--- src/rtl/mest_result_pkg.sv ---
// Shared types and default sizes for the mest_pro result sink.
package mest_result_pkg;

    localparam int DEFAULT_DATA_WIDTH  = 8;
    localparam int DEFAULT_DEPTH       = 16;
    localparam int DEFAULT_INDEX_WIDTH = 8;
    localparam int DROP_COUNT_WIDTH    = 8;

    typedef enum logic [1:0] {
        COLLECT,
        FLUSH,
        DRAINED
    } result_state_e;

    typedef struct packed {
        logic [DEFAULT_INDEX_WIDTH-1:0] index;
        logic                           zero;
        logic                           carry;
        logic [DEFAULT_DATA_WIDTH-1:0]  result;
    } result_entry_t;

endpackage

--- src/rtl/mest_result_fifo_core.sv ---
// Generic register-array FIFO with first-word-fall-through head, separate occupancy counter.
// Callers must only assert push_i when there is room (or a pop in the same cycle) and pop_i when non-empty.
module mest_result_fifo_core #(
    parameter int WIDTH = 8,
    parameter int DEPTH = 16
) (
    input  logic                    clk,
    input  logic                    reset_n_i,
    input  logic                    push_i,
    input  logic                    pop_i,
    input  logic [WIDTH-1:0]        wr_data_i,
    output logic [WIDTH-1:0]        rd_data_o,
    output logic [$clog2(DEPTH):0]  count_o,
    output logic                    full_o,
    output logic                    empty_o
);
    localparam int AW = $clog2(DEPTH);
    localparam int CW = AW + 1;

    logic [WIDTH-1:0] mem_q [DEPTH];
    logic [AW-1:0]    wr_ptr_q, wr_ptr_d;
    logic [AW-1:0]    rd_ptr_q, rd_ptr_d;
    logic [CW-1:0]    count_q, count_d;

    always_comb begin
        // NOTE: every next-state value gets a default first, so no path can infer a latch.
        wr_ptr_d = wr_ptr_q;
        rd_ptr_d = rd_ptr_q;
        count_d  = count_q;
        if (push_i) wr_ptr_d = wr_ptr_q + AW'(1);
        if (pop_i)  rd_ptr_d = rd_ptr_q + AW'(1);
        case ({push_i, pop_i})
            2'b10:   count_d = count_q + CW'(1);
            2'b01:   count_d = count_q - CW'(1);
            default: count_d = count_q;
        endcase
    end

    always_ff @(posedge clk) begin
        // NOTE: registers use non-blocking assignments so every flop samples pre-edge values.
        if (!reset_n_i) begin
            wr_ptr_q <= '0;
            rd_ptr_q <= '0;
            count_q  <= '0;
        end else begin
            wr_ptr_q <= wr_ptr_d;
            rd_ptr_q <= rd_ptr_d;
            count_q  <= count_d;
        end
    end

    // NOTE: the storage array is deliberately not reset; count/pointers alone define validity.
    always_ff @(posedge clk) begin
        if (push_i) mem_q[wr_ptr_q] <= wr_data_i;
    end

    assign rd_data_o = mem_q[rd_ptr_q];
    assign count_o   = count_q;
    assign full_o    = (count_q == CW'(DEPTH));
    assign empty_o   = (count_q == '0);

endmodule

--- src/rtl/mest_result_buffer.sv ---
// Result sink for mest_pro: tags each result beat with a sequence index, buffers it, and tracks drain.
// Optional MEST_RESULT_HIGHWATER_EN adds o_high_water, the peak occupancy since reset.
module mest_result_buffer
    import mest_result_pkg::*;
#(
    parameter int DATA_WIDTH  = DEFAULT_DATA_WIDTH,
    parameter int DEPTH       = DEFAULT_DEPTH,
    parameter int INDEX_WIDTH = DEFAULT_INDEX_WIDTH
) (
    input  logic                        clk,
    input  logic                        i_reset_n,
    input  logic [DATA_WIDTH-1:0]       i_result,
    input  logic                        i_valid_result,
    input  logic                        i_carry,
    input  logic                        i_zero_flag,
    input  logic                        i_all_done,
    output logic [DATA_WIDTH+1:0]       o_rd_data,
    output logic [INDEX_WIDTH-1:0]      o_rd_index,
    output logic                        o_rd_valid,
    input  logic                        i_rd_ready,
    output logic [$clog2(DEPTH):0]      o_count,
    output logic                        o_full,
    output logic                        o_empty,
    output logic                        o_overflow,
    output logic [DROP_COUNT_WIDTH-1:0] o_drop_count,
`ifdef MEST_RESULT_HIGHWATER_EN
    output logic [$clog2(DEPTH):0]      o_high_water,
`endif
    output logic                        o_drained
);
    localparam int CW = $clog2(DEPTH) + 1;
    localparam int EW = INDEX_WIDTH + DATA_WIDTH + 2;

    result_state_e               state_q, state_d;
    logic [INDEX_WIDTH-1:0]      wr_index_q, wr_index_d;
    logic                        overflow_q, overflow_d;
    logic [DROP_COUNT_WIDTH-1:0] drop_count_q, drop_count_d;

    logic          push_req, pop, accept, drop;
    logic [EW-1:0] wr_entry, head_entry;
    logic [CW-1:0] count;
    logic          full, empty;

    assign push_req = i_valid_result && (state_q == COLLECT);
    assign pop      = !empty && i_rd_ready;
    assign accept   = push_req && (!full || pop);
    assign drop     = push_req && !accept;
    assign wr_entry = {wr_index_q, i_zero_flag, i_carry, i_result};

    mest_result_fifo_core #(
        .WIDTH (EW),
        .DEPTH (DEPTH)
    ) u_fifo (
        .clk       (clk),
        .reset_n_i (i_reset_n),
        .push_i    (accept),
        .pop_i     (pop),
        .wr_data_i (wr_entry),
        .rd_data_o (head_entry),
        .count_o   (count),
        .full_o    (full),
        .empty_o   (empty)
    );

    always_comb begin
        state_d      = state_q;
        wr_index_d   = wr_index_q;
        overflow_d   = overflow_q;
        drop_count_d = drop_count_q;
        // Dropped beats still consume a tag so the consumer can spot the gap.
        if (push_req) wr_index_d = wr_index_q + INDEX_WIDTH'(1);
        if (drop) begin
            overflow_d = 1'b1;
            if (drop_count_q != '1) drop_count_d = drop_count_q + DROP_COUNT_WIDTH'(1);
        end
        case (state_q)
            COLLECT: if (i_all_done) state_d = FLUSH;
            FLUSH:   if (count == '0) state_d = DRAINED;
            DRAINED: state_d = DRAINED;
            default: state_d = COLLECT;
        endcase
    end

    always_ff @(posedge clk) begin
        if (!i_reset_n) begin
            state_q      <= COLLECT;
            wr_index_q   <= '0;
            overflow_q   <= 1'b0;
            drop_count_q <= '0;
        end else begin
            state_q      <= state_d;
            wr_index_q   <= wr_index_d;
            overflow_q   <= overflow_d;
            drop_count_q <= drop_count_d;
        end
    end

`ifdef MEST_RESULT_HIGHWATER_EN
    logic [CW-1:0] high_water_q, high_water_d;

    assign high_water_d = (count > high_water_q) ? count : high_water_q;

    always_ff @(posedge clk) begin
        if (!i_reset_n) high_water_q <= '0;
        else            high_water_q <= high_water_d;
    end

    assign o_high_water = high_water_q;
`endif

    assign o_rd_valid   = !empty;
    assign o_rd_data    = empty ? '0 : head_entry[DATA_WIDTH+1:0];
    assign o_rd_index   = empty ? '0 : head_entry[EW-1 -: INDEX_WIDTH];
    assign o_count      = count;
    assign o_full       = full;
    assign o_empty      = empty;
    assign o_overflow   = overflow_q;
    assign o_drop_count = drop_count_q;
    assign o_drained    = (state_q == DRAINED);

endmodule

--- config.mk ---
export PLATFORM = sky130hd
export DESIGN_NAME = mest_result_buffer
export DESIGN_NICKNAME = d
export VERILOG_FILES = /design/src/rtl/mest_result_pkg.sv /design/src/rtl/mest_result_fifo_core.sv /design/src/rtl/mest_result_buffer.sv
export SDC_FILE = /design/constraint.sdc
export NUM_CORES = 1
export LEC_CHECK = 0
export CORE_MARGIN = 3
export CORE_UTILIZATION = 30
export CTS_BUF_LIST = sky130_fd_sc_hd__clkbuf_16
export DETAILED_ROUTE_END_ITERATION = 12
export MAX_ROUTING_LAYER = met4
export PLACE_DENSITY = 0.55
export RECOVER_POWER = 100
export SETUP_SLACK_MARGIN = 0.5
export SLEW_MARGIN = 20
export SYNTH_ARGS = -nofsm -noshare
export SYNTH_HDL_FRONTEND = slang
export SYNTH_SLANG_ARGS = --single-unit
--- constraint.sdc ---
create_clock -name clk -period 3.9 [get_ports clk]
set_clock_uncertainty 0.05 [all_clocks]
set_input_delay 0.78 -clock clk [delete_from_list [all_inputs] [get_ports clk]]
set_output_delay 0.78 -clock clk [all_outputs]
set_load 0.005 [all_outputs]
==> qor.yml <==
setup_path:
  path_buf_inv: 2
  worst-path-max-fanout: 8
  critPathRequiredTime_ps: 3070
  critPathMaxStageDelay_ps: 630
  crit_chain: "buf_12, mux4_2, nor2b_1, a211oi_1, a211oi_1, dlygate4sd3_1"
  cp.arrival_ps: 2740
  critical_path.most_common_cell: "a211oi_1"
  cp_slowest_cell: "dlygate4sd3_1"
  crit_family: "buffers and inverters"
  critical_path_class: "reg2out"
  cp-start-kind: "register"
  end_kind: "output pin"
global_route:
  grt_antenna_before_repair: 0
  grt_pass1_wl_um: 42900
  grt_pass1_vias: 6736
  grt_usage: 0.131
  grt_max_degree: 41
  overflow: 0
clocking:
  htree_levels: 2
  clk_path_buf_depth: 3
  cts_made_buffers: 36
  cts_sinks: 324
  clk_pin_slew_ps: 60
  root_buffer: "clkbuf_16"
  worstSkewPairLatency_ps: 530
  cts_tree: "built"
yosys:
  synth.top_cell.area_share: 0.670
  syn_area_sq_um: 12900
  synth-adder-area-share: 0.0151
  synthesis.nets: 712
  synthMuxAreaShare: 0.148
  synth_edf_count: 288
  synth_seq_area_share: 0.726
  synth_top_area_cell: "edfxtp_1"
  synth_seq_cells: 324
  synth.avg_cell_area_sq_um: 18.9
  synth_area_leaders: "edfxtp_1 67%, mux4_2 13%, dfxtp_1 5.6%"
  ys.flop_type: "edfxtp_1"
  synth_compound_area_frac: 0.0408
  ys_async_sr_fraction: 0
  synth_top_family_by_area: "multiplexers"
  synth_cell_types: 44
  synth_xor_area_frac: 0.0102
  synth-simple-area-share: 0.0452
  syn_inst: 682
  ys_warn_count: 0
pwr:
  ir_worst_vdd_mv: 0.382
  power.total_mw: 9.93
  p_leak_nw: 5.13
  p_per_area_nw_per_um2: 636
place:
  dp_hpwl_um: 16000
  dp_slack_ps: 623
  place_area_sq_um: 14300
  gp_congestion: 0.761
  portBuffers: 50
cells_and_area:
  utilization: 0.370
  drive_gt1_frac: 0.227
  antenna_cells: 0
  area_delta_synth_final_pct: 21.1
  layout.nets: 826
  finalInstanceArea_sq_um: 15600
sta:
  setup_ws_ps: 326
  worst_slew_pin_slew_ps: 1660
  rsz0062_at_grt: "yes"
  finalCritPeriodShare: 0.916
  fin_crit_ps: 3570
  slew_headroom: -0.120
  setup_viol: 0
  setup_tns_ps: 0
  finalHoldViolations: 0
  fmax_mhz: 280
  drv_slew: 6
floorplan:
  die_x_um: 213
  start_util: 0.306
  fp.dieH_um: 213
  core-area_sq_um: 42200
  dieArea_sq_um: 45500
  num_rows: 75
  num_io_pins: 51
drt:
  vias: 6686
  first_pass_iters: 5
  wl_per_cell_um: 21.4
  drc_errors: 0
  postRouteAntennaNets: 0
  wl_um: 29200
  drt-initial-drc-count: 489
  viasPerCell: 4.91
status:
  violations: "max-capacitance violations, max-slew violations"
  outcome: "finished, violations left"
job:
  max_cap_violations: 1
worst_hold_path:
  hold_path_class: "reg2reg"
==> layout by cell type, fill, tap and decap left out, types with 5 or more instances in the layout <==
cell type          n
edfxtp_1         288
mux4_2            72
clkbuf_16         40
a211oi_1          34
dlygate4sd3_1     34
dfxtp_1           32
nor2_1            30
mux2i_1           25
nand2_1           24
buf_4             20
nor2b_1           19
clkbuf_1          18
inv_1             15
ha_1              14
xor2_1            12
clkinv_1          10
clkbuf_2          10
a21oi_1            8
nand4_1            7
a211oi_2           6
nand3_1            6
clkdlybuf4s50_1    6
o21ai_0            5
nand2b_1           5
nor2_2             5
buf_12             5
==> through the flow <==
step,cells,hold slack (ps)
after floorplan,682,401
after global placement,1274,406
after detailed placement,1274,413
after CTS,1348,432
after global routing,1362,463
final,1362,418
==> layout make-up <==
class,count,area (sq um)
clock inverter,29,198
inverter,8,31.3
sequential,324,9380
fill,3941,26600
clock buffer,36,901
timing repair buffer,112,1070
tap,539,674
multi-input combinational,314,3370
==> layer usage <==
| layer | wire length (um) | vias to the layer above | GRT usage |
|---|---|---|---|
| met4 | 451 | 0 | 0.0296 |
| met1 | 13400 | 3482 | 0.182 |
| li1 | - | 3007 | - |
| met3 | 1420 | 40 | 0.0244 |
| met5 | 0 | - | - |
| met2 | 13800 | 157 | 0.201 |
==> report_power, final <==
group / total, mW / internal (mW) / switching, mW
Sequential: 4.16 / 4.00 / 0.160
Combinational: 2.62 / 1.37 / 1.25
Clock: 3.16 / 1.82 / 1.34
Total: 9.93 / 7.19 / 2.74
==> worst register-to-register path, cell delays in order, from the launching register on <==
cell and delay, ps:
dfxtp_1 380, or4_1 680, o311ai_0 1370, nor3_2 30, clkbuf_2 550
==> synthesized netlist by cell type (2+ instances only) <==
cell type  instances
nand2b_1           5
o21a_1             2
nand3_1            6
xor2_1            12
or3_1              2
nand2_1           24
ha_1              14
nor2_1            35
and3_1             3
inv_1              7
and4_1             2
a21oi_1            8
clkbuf_1          19
buf_2             12
buf_1              3
o31ai_1            2
mux4_2            72
and2_1             2
a211oi_1          40
nor2b_1           19
dfxtp_1           36
buf_4              2
nor3_1             6
nand4_1            7
edfxtp_1         288
mux2i_1           29
a31oi_1            2
or4_1              2
xnor2_1            3
o21ai_0            4
==> kinds of logic after synthesis <==
kind of cell    after synthesis
compound gates               68
simple gates                115
fa+ha+maj                    15
xor+xnor                     15
mux                         101
flops                       324
buf+inv                      44
==> flip-flops by register name, summed over array words and instances (netlist names), named ones only <==
name,count
o_overflow,1
u_fifo.wr_ptr_q,4
u_fifo.count_o,5
wr_index_q,8
o_drop_count,8
u_fifo.rd_ptr_q,4
u_fifo.mem_q,288
state_q,2
==> repair_timing <==
action / CTS / global route
endpoints found under the setup margin: 19 / 15
hold buffers: 0 / 0
gates resized for setup: 11 / 18
gates cloned: 0 / 4
setup buffers: 9 / 10
==> worst paths after layout <==
kind                                    to  slack (ps)                           start  cells after the start
max                           o_rd_data[3]         330                        register                      6
min                o_overflow$_SDFFE_PN0P_         420         o_overflow$_SDFFE_PN0P_                      1
max reg2reg  u_fifo.mem_q[3][11]$_DFFE_PP_         400  u_fifo.count_o[0]$_SDFFE_PN0P_                      4
min reg2reg        o_overflow$_SDFFE_PN0P_         420         o_overflow$_SDFFE_PN0P_                      1
No activity file was read; power rests on OpenSTA's default activity.
